File: config.mk
export PLATFORM = sky130hd
export DESIGN_NAME = ram_access_arbiter
export DESIGN_NICKNAME = d
export VERILOG_FILES = /design/src/rtl/ram_access_arbiter.sv
export SDC_FILE = /design/constraint.sdc
export NUM_CORES = 1
export LEC_CHECK = 0
export CAP_MARGIN = 30
export CORE_MARGIN = 2
export CORE_UTILIZATION = 39
export CTS_CLUSTER_DIAMETER = 200
export CTS_CLUSTER_SIZE = 40
export DETAILED_ROUTE_END_ITERATION = 10
export DONT_BUFFER_PORTS = 1
export PLACE_DENSITY_LB_ADDON = 0.05
export SETUP_SLACK_MARGIN = 0.1
export SLEW_MARGIN = 20
export SYNTH_ARGS = -nofsm -noshare
export SYNTH_HDL_FRONTEND = slang
export SYNTH_SLANG_ARGS = --single-unit
File: constraint.sdc
create_clock -name clk -period 4.27 [get_ports clk]
set_input_delay 0.6405 -clock clk [delete_from_list [all_inputs] [get_ports clk]]
set_output_delay 0.6405 -clock clk [all_outputs]
set_load 0.03 [all_outputs]
File: src/rtl/ram_access_arbiter.sv
// ---------------------------------------------------------------------------
// ram_access_arbiter
//
// Single-clock front end for dual_port_ram. NUM_REQ requesters share the RAM
// through a round-robin arbiter, with at most one read or write granted per
// cycle. After reset, and again on a clr pulse, the RAM is cleared by raising
// ram_wr_rst for one cycle (the CLR state). Read data returns one cycle after
// the grant and is tagged with the requester id. Both RAM clocks are clk.
//
// Optional feature (compile-time macro RAM_ARB_ADDR_CHECK_EN):
//   Defined     - a granted access with addr >= DEPTH is still granted. Its RAM
//                 enable is suppressed and err pulses in the grant cycle. A read
//                 still returns rsp_valid, with rsp_data forced to 0.
//   Not defined - no range check. The address goes to the RAM unchanged and err
//                 is tied to 0.
//
// Ports
//   clk, rst_n        clock, asynchronous active-low reset
//   clr               pulse: clear the RAM again (ignored while busy)
//   req/we/addr/wdata per-requester request, direction, packed address/data
//   gnt               one-hot grant, combinational, access happens this cycle
//   rsp_valid/rsp_id/rsp_data   read response, one cycle after the grant
//   busy              high while in CLR
//   err               out-of-range access pulse (only with the check enabled)
//   ram_*             connections to the dual_port_ram write/read ports
// ---------------------------------------------------------------------------
module ram_access_arbiter #(
    parameter int NUM_REQ    = 4,
    parameter int DATA_WIDTH = 8,
    parameter int DEPTH      = 10,
    localparam int AW        = (DEPTH > 1) ? $clog2(DEPTH) : 1,
    localparam int IW        = (NUM_REQ > 1) ? $clog2(NUM_REQ) : 1
) (
    input  logic                          clk,
    input  logic                          rst_n,
    input  logic                          clr,
    input  logic [NUM_REQ-1:0]            req,
    input  logic [NUM_REQ-1:0]            we,
    input  logic [NUM_REQ*AW-1:0]         addr,
    input  logic [NUM_REQ*DATA_WIDTH-1:0] wdata,
    output logic [NUM_REQ-1:0]            gnt,
    output logic                          rsp_valid,
    output logic [IW-1:0]                 rsp_id,
    output logic [DATA_WIDTH-1:0]         rsp_data,
    output logic                          busy,
    output logic                          err,
    output logic                          ram_wr_rst,
    output logic                          ram_wr_en,
    output logic [AW-1:0]                 ram_wr_addr,
    output logic [DATA_WIDTH-1:0]         ram_wr_data,
    output logic                          ram_rd_en,
    output logic [AW-1:0]                 ram_rd_addr,
    input  logic [DATA_WIDTH-1:0]         ram_rd_data
);

    typedef enum logic {CLR = 1'b0, RUN = 1'b1} state_e;

    state_e          state_q, state_d;
    logic [IW-1:0]   ptr_q, ptr_d;
    logic            rsp_valid_q, rsp_valid_d;
    logic [IW-1:0]   rsp_id_q, rsp_id_d;

    logic                  gnt_any;
    logic [IW-1:0]         gnt_idx;
    logic [NUM_REQ-1:0]    gnt_vec;
    logic                  win_we;
    logic [AW-1:0]         win_addr;
    logic [DATA_WIDTH-1:0] win_wdata;
    logic                  in_range;

    // Round-robin search starting at ptr_q and wrapping past NUM_REQ-1.
    // NOTE: every always_comb output gets a default first so no path leaves it
    // unassigned; otherwise synthesis infers a latch.
    always_comb begin
        int idx;
        idx     = 0;
        gnt_any = 1'b0;
        gnt_idx = '0;
        for (int k = 0; k < NUM_REQ; k++) begin
            idx = int'(ptr_q) + k;
            if (idx >= NUM_REQ) idx = idx - NUM_REQ;
            if (!gnt_any && req[idx]) begin
                gnt_any = 1'b1;
                gnt_idx = IW'(idx);
            end
        end
        // No grants while clearing, or in the cycle a clear is requested.
        if (state_q != RUN || clr) gnt_any = 1'b0;
        gnt_vec = '0;
        if (gnt_any) gnt_vec[gnt_idx] = 1'b1;
    end

    // Select the winner's request fields.
    always_comb begin
        win_we    = 1'b0;
        win_addr  = '0;
        win_wdata = '0;
        for (int i = 0; i < NUM_REQ; i++) begin
            if (gnt_vec[i]) begin
                win_we    = we[i];
                win_addr  = addr[i*AW +: AW];
                win_wdata = wdata[i*DATA_WIDTH +: DATA_WIDTH];
            end
        end
    end

`ifdef RAM_ARB_ADDR_CHECK_EN
    logic rsp_zero_q, rsp_zero_d;
    assign in_range = (int'(win_addr) < DEPTH);
    assign err      = gnt_any & ~in_range;
    // An out-of-range read never touched the RAM, so its response is 0.
    assign rsp_data = rsp_zero_q ? '0 : ram_rd_data;
    assign rsp_zero_d = rsp_valid_d ? ~in_range : rsp_zero_q;
`else
    assign in_range = 1'b1;
    assign err      = 1'b0;
    assign rsp_data = ram_rd_data;
`endif

    assign gnt         = gnt_vec;
    assign ram_wr_en   = gnt_any &  win_we & in_range;
    assign ram_rd_en   = gnt_any & ~win_we & in_range;
    assign ram_wr_addr = win_addr;
    assign ram_wr_data = win_wdata;
    assign ram_rd_addr = win_addr;
    assign busy        = (state_q == CLR);
    assign ram_wr_rst  = (state_q == CLR);
    assign rsp_valid   = rsp_valid_q;
    assign rsp_id      = rsp_id_q;

    always_comb begin
        state_d = state_q;
        case (state_q)
            CLR:     state_d = RUN;              // clear lasts exactly one cycle
            RUN:     if (clr) state_d = CLR;
            default: state_d = CLR;
        endcase

        ptr_d = ptr_q;
        if (gnt_any) ptr_d = (gnt_idx == IW'(NUM_REQ - 1)) ? '0 : gnt_idx + 1'b1;

        // The response flag is raised even for a read out of range or one
        // granted just before CLR, so every accepted read gets a response.
        rsp_valid_d = gnt_any & ~win_we;
        rsp_id_d    = rsp_valid_d ? gnt_idx : rsp_id_q;
    end

    // NOTE: sequential state uses non-blocking assignments so every register
    // samples the values from before the clock edge, independent of order.
    always_ff @(posedge clk or negedge rst_n) begin
        if (!rst_n) begin
            state_q     <= CLR;
            ptr_q       <= '0;
            rsp_valid_q <= 1'b0;
            rsp_id_q    <= '0;
`ifdef RAM_ARB_ADDR_CHECK_EN
            rsp_zero_q  <= 1'b0;
`endif
        end else begin
            state_q     <= state_d;
            ptr_q       <= ptr_d;
            rsp_valid_q <= rsp_valid_d;
            rsp_id_q    <= rsp_id_d;
`ifdef RAM_ARB_ADDR_CHECK_EN
            rsp_zero_q  <= rsp_zero_d;
`endif
        end
    end

endmodule

# Word level (Yosys, flattened, before mapping)
# Cells that the tools add are included.
[classes] addsub=8 mul=0 div=0 order_cmp=10 eq_ne=1 shifts=0 n_mux=43 bitwise=4 reduce_logical=8
[op_table] cell="$lt 32x4->1 const B" count=4
[op_table] cell="$mux 32" count=4
[op_table] cell="$mux 8" count=4
[op_table] cell="$mux 4" count=5
[op_table] cell="$mux 1" count=19
[op_table] cell="$sub 3x3->4 const B" count=3
[op_table] cell="$mux 2" count=5
[op_table] cell="$ge 3x3->1 const B" count=3
[op_table] cell="$bmux 1 s2" count=4
[op_table] cell="$add 2x2->3 const B" count=2
[op_table] cell="$logic_and 1x1->1" count=4
[op_table] cell="$sub 2x3->4 const B" count=1
[op_table] cell="$add 2x1->3 const B" count=1
[op_table] cell="$ge 2x3->1 const B" count=1
[op_table] cell="$logic_not 1->1" count=3
[op_table] cell="$lt 2x3->1 const B" count=1
[op_table] cell="$add 2x1->2 const B" count=1
[op_table] cell="$and 1x1->1" count=2
[op_table] cell="$demux 1 s2" count=1
[op_table] cell="$eq 2x2->1 const B" count=1
[op_table] cell="$ge 2x1->1 const B" count=1
[op_table] cell="$not 1->1" count=2
[op_table] cell="$pmux 1 s2" count=1
[op_table] cell="$logic_or 1x1->1" count=1
[word_totals] reg_bits=6 latchBits=0 ram_bits=0 mem_bits_ro=0 inputBits=67 output_inout_bits=36 wordCells=78 memories=0

# Logic depth before layout (Yosys ltp)
[logic_depth] ltp_word=26 depth_mapped=12 ltp_nobuf=9

# Worst setup path before layout
# Ideal clock, no wire load.
[synth_path] path_type="input to output" from="input port req[3]" to="output port ram_wr_addr[3]" arrival_time_ns=2.942 t_required_ns=3.629 setup_slack_ns=0.688 path_stages=10 path_buffers=1 cell_sequence="nand3b_1 o21ai_0 a221oi_1 inv_1 ha_1 nor2b_1 a221oi_1 a211o_1 a21oi_1 buf_4"
[synth_via] elab_chain_cells=22 elab_cells_between_ends=37 classes_between="order compare (2); mux (28); reduce/logical (7)"
[synth_lines] element="start, declared" line_no="37" source="input logic [NUM_REQ-1:0] req,"
[synth_lines] element="$bmux 1 s2" line_no="82" source="if (!gnt_any && req[idx]) begin"
[synth_lines] element="$mux 1 (not written as such) (2 in a row)" line_no="82"
[synth_lines] element="$mux 1" line_no="82"
[synth_lines] element="$logic_not 1->1" line_no="82"
[synth_lines] element="$logic_and 1x1->1" line_no="82"
[synth_lines] element="$mux 1" line_no="82"
[synth_lines] element="$logic_not 1->1" line_no="82"
[synth_lines] element="$logic_and 1x1->1" line_no="82"
[synth_lines] element="[4 not listed]"
[synth_lines] element="net gnt_idx[1]" line_no="64" source="logic [IW-1:0] gnt_idx;"
[synth_lines] element="$lt 2x3->1 (not written as such) / $ge 2x1->1 (equally long branches)" line_no="90" source="if (gnt_any) gnt_vec[gnt_idx] = 1'b1;"
[synth_lines] element="$logic_and 1x1->1 (not written as such)" line_no="90"
[synth_lines] element="$mux 1 (not written as such)" line_no="90"
[synth_lines] element="$demux 1 s2 (*)" line_no="90"
[synth_lines] element="$mux 4 (*)" line_no="90"
[synth_lines] element="$mux 4 (3 in a row)" line_no="99" source="if (gnt_vec[i]) begin"
[synth_lines] element="$mux 4 (*)" line_no="99"
[synth_lines] element="end, declared" line_no="49" source="output logic [AW-1:0] ram_wr_addr,"
# The timed path passes the listed nets; every way through them passes the cells marked *. The select of a mux whose other input is x is not followed.

# Worst setup path in the final report
[layout_path] from="register ptr_q[0]" to="output port ram_rd_addr[3]"
[layout_via] elab_chain_cells=24 elab_cells_between_ends=52 classes_between="add/sub (7); order compare (6); mux (32); reduce/logical (7)"
[layout_lines] element="start, declared" line_no="59" source="logic [IW-1:0] ptr_q, ptr_d;"
[layout_lines] element="start signal, assigned" line_no="161" source="ptr_q <= ptr_d;"
[layout_lines] element="parallel branches: the longest is 14 deep, another holds $sub 3x3->4"
[layout_lines] element="$mux 2 (*)" line_no="82"
[layout_lines] element="net gnt_idx[1]" line_no="64"
[layout_lines] element="$lt 2x3->1 (not written as such) / $ge 2x1->1 (equally long branches)" line_no="90"
[layout_lines] element="$logic_and 1x1->1 (not written as such)" line_no="90"
[layout_lines] element="$mux 1 (not written as such)" line_no="90"
[layout_lines] element="$demux 1 s2 (*)" line_no="90"
[layout_lines] element="$mux 4 (*)" line_no="90"
[layout_lines] element="$mux 4 (3 in a row)" line_no="99"
[layout_lines] element="$mux 4 (*)" line_no="99"
[layout_lines] element="end, declared" line_no="52" source="output logic [AW-1:0] ram_rd_addr,"
# Mark *: on every way through the listed nets, which the timed path passes. The select of a mux whose other input is x is not followed.

==> results.toml <==
[run_status]
status = "finished, final reports clean"

[timing]
period_share_pct = 88.4
worst_slew_pin_slew_ps = 929
final-setup-viol-count = 0
fin_crit_ps = 3780
fmax_ghz = 0.265
hold_viol_final = 0
slew_headroom_pct = 38.0
rsz0062_at_grt = "false"
final.setup_skew_ps = 0.296
setup_slack_ps = 494
slew_viol_final = 0
setup-tns-final_ps = 0

[grt]
grt_use_met1_pct = 19.2
grt_busiest_layer = "met2"
grtUsageMet3_pct = 2.96
grt_antenna_before_repair = 0
grt_pass1_wl_microns = 3620
grt_overflow = 0
grt_max_degree = 28
grt_util_all_layers_pct = 15.9
grt_use_met2_pct = 28.4
grt_pass1_vias = 822

[setup_path]
startpoint_type = "flip-flop"
crit_type = "reg -> out"
crit_end = "ram_rd_addr[3]"
critical_path.startpoint = "ptr_q[0]$_DFFE_PN0P_"
rr_endpoint = "rsp_id[0]$_DFFE_PN0P_"
endpoint_kind = "output pin"
arrival_ps = 3140
r2r_start = "ptr_q[1]$_DFFE_PN0P_"
rrSetupSlack_ps = 1270
cp_data_required_time_ps = 3630
worstPathMaxFanout = 27
reg2reg_depth = 9

[cells_and_area]
layout.nets = 212
final_common_cell = "a21oi_1"
syn2layout_area_growth_pct = -1.60
final_cell_mix = "a21oi_1, inv_1, nand2_1"
final_util_pct = 40.5
layout-drive-gt1-share_pct = 12.2
antennaDiodeCount = 0

[job]
drv_cap = 0

[logic_synthesis]
synthDistinctLibCells = 29
yosysTopAreaCellShare_pct = 14.7
ys_ff_latch = 6
synth-async-reset-ratio_pct = 100
synth_top_area_cell = "dfrtp_1"
syn-num-nets = 222
synth_area_leaders = "dfrtp_1, a21oi_1, buf_4, a22oi_1, inv_1"
syn_area_sq_um = 1020
post_synth.cell_area_avg_sq_um = 6.74
synth_top_flop_cell = "dfrtp_1"
synth_edf_count = 0
synth-seq-area-share_pct = 14.7
synthCells = 151
yosys_warnings = 0

[place]
hpwl_microns = 2060
port_buffers = 0
dp_slack_ps = 587
gp_congestion = 0.712

[floorplanning]
die-area_sq_um = 3040
io_pins = 103
coreArea_sq_um = 2480
die_h_microns = 55.1
chipWidth_microns = 55.1
rows = 18
start_util_pct = 41.1

[clock_tree]
cts_htree_levels = 1
cts_max_path_buffers = 2
cts_tree = "done"
cts-root-buf = "clkbuf_4"
insertion_delay_ps = 240
cts.sinks = 6
cts_resized = 0
cts_buffers = 3
cts_setup_buffers = 0
cts.reportedPaths.clkPinSlew_ps = 40
ctsHoldBuffers = 0

[drt]
viasPerCell = 5.76
wl_per_cell_microns = 15.4
final_antenna_net_count = 0
drt_pass1_iterations = 4
via_count = 973
routed_wl_microns = 2610
drt_iter0_drc = 16
drc = 0

[min_path]
min_path_type = "in -> async"

[power_and_ir_drop]
irDropWorstVdd_uv = 293
leakage_uw = 0.000469
power.density_nw_per_um2 = 655
-- critical path, cell delays in order (launching register included) --
cell	delay [ps]
dfrtp_1	420
inv_1	120
o21ai_0	90
a221oi_1	560
ha_1	880
a221oi_1	100
a211o_1	320
a21oi_1	130
buf_4	260
-- final cells by class --
| class | count | area (sq um) |
|---|---|---|
| inverter | 17 | 63.8 |
| clock buffer | 3 | 22.5 |
| multi-input combinational | 104 | 661 |
| timing repair buffer | 9 | 67.6 |
| fill | 277 | 1480 |
| sequential | 6 | 150 |
| tap | 30 | 37.5 |
-- synthesized netlist by cell type (2+ instances only) --
library cell and instances:
a211o_1 3, mux2i_1 2, inv_1 17, ha_1 4, o21ai_0 11, and2_1 4
nand2b_1 2, nand3b_1 2, buf_4 14, mux2_4 2, nand2_1 17, a22oi_1 9
nor2b_1 2, dfrtp_1 6, clkbuf_1 9, a21oi_1 22, nor2_1 10, a221oi_1 4
-- registers in the layout, indices dropped and copies added, names as in the netlist --
register	flops
rsp_valid	1
rsp_id	2
ptr_q	2
state_q	1
-- cells by family (layout without fill, tap and decap cells) --
logic type | count (synthesis) | after routing | synth area share (%)
AOI/OAI and AO/OA | 54 | 54 | 35.0
and+or+nand+nor | 41 | 41 | 19.7
buffers and inverters | 41 | 29 | 20.4
DFF | 6 | 6 | 14.7
adders and majority gates | 4 | 4 | 4.91
muxes | 4 | 4 | 4.91
other | 1 | 1 | 0.368
-- per-layer routing --
metal  vias up  part of all wire [%]
li1        481                     -
met1       431                    39
met2        61                    52
met3         0                   8.9
met4         0                     0
met5         -                     0
-- power breakdown --
group          switching (uW)  internal [uW]  leakage [uW]
Clock                    18.7           31.7     0.0000138
Combinational             304            178      0.000383
Sequential               46.9           78.1     0.0000722
-- per-stage QoR --
step	instance area [sq um]	hold slack [ps]	instances	total power (uW)
global placement	980	345	166	603
floorplan	1020	345	151	551
global route	1000	80.1	169	719
finish	1000	96.5	169	657
CTS	1000	86.0	169	662
detailed placement	980	345	166	608
-- how the worst min path moves through the flow --
| stage | from | end | depth (start not counted) |
|---|---|---|---|
| floorplan | rst_n | ptr_q[0]$_DFFE_PN0P_ | 0 |
| global placement | rst_n | ptr_q[1]$_DFFE_PN0P_ | 0 |
| detailed placement | rst_n | ptr_q[1]$_DFFE_PN0P_ | 0 |
| CTS | rst_n | rsp_id[1]$_DFFE_PN0P_ | 0 |
| global route | rst_n | ptr_q[0]$_DFFE_PN0P_ | 0 |
| finish | rst_n | ptr_q[0]$_DFFE_PN0P_ | 0 |
Note: power is estimated with default switching activity, not from simulation.
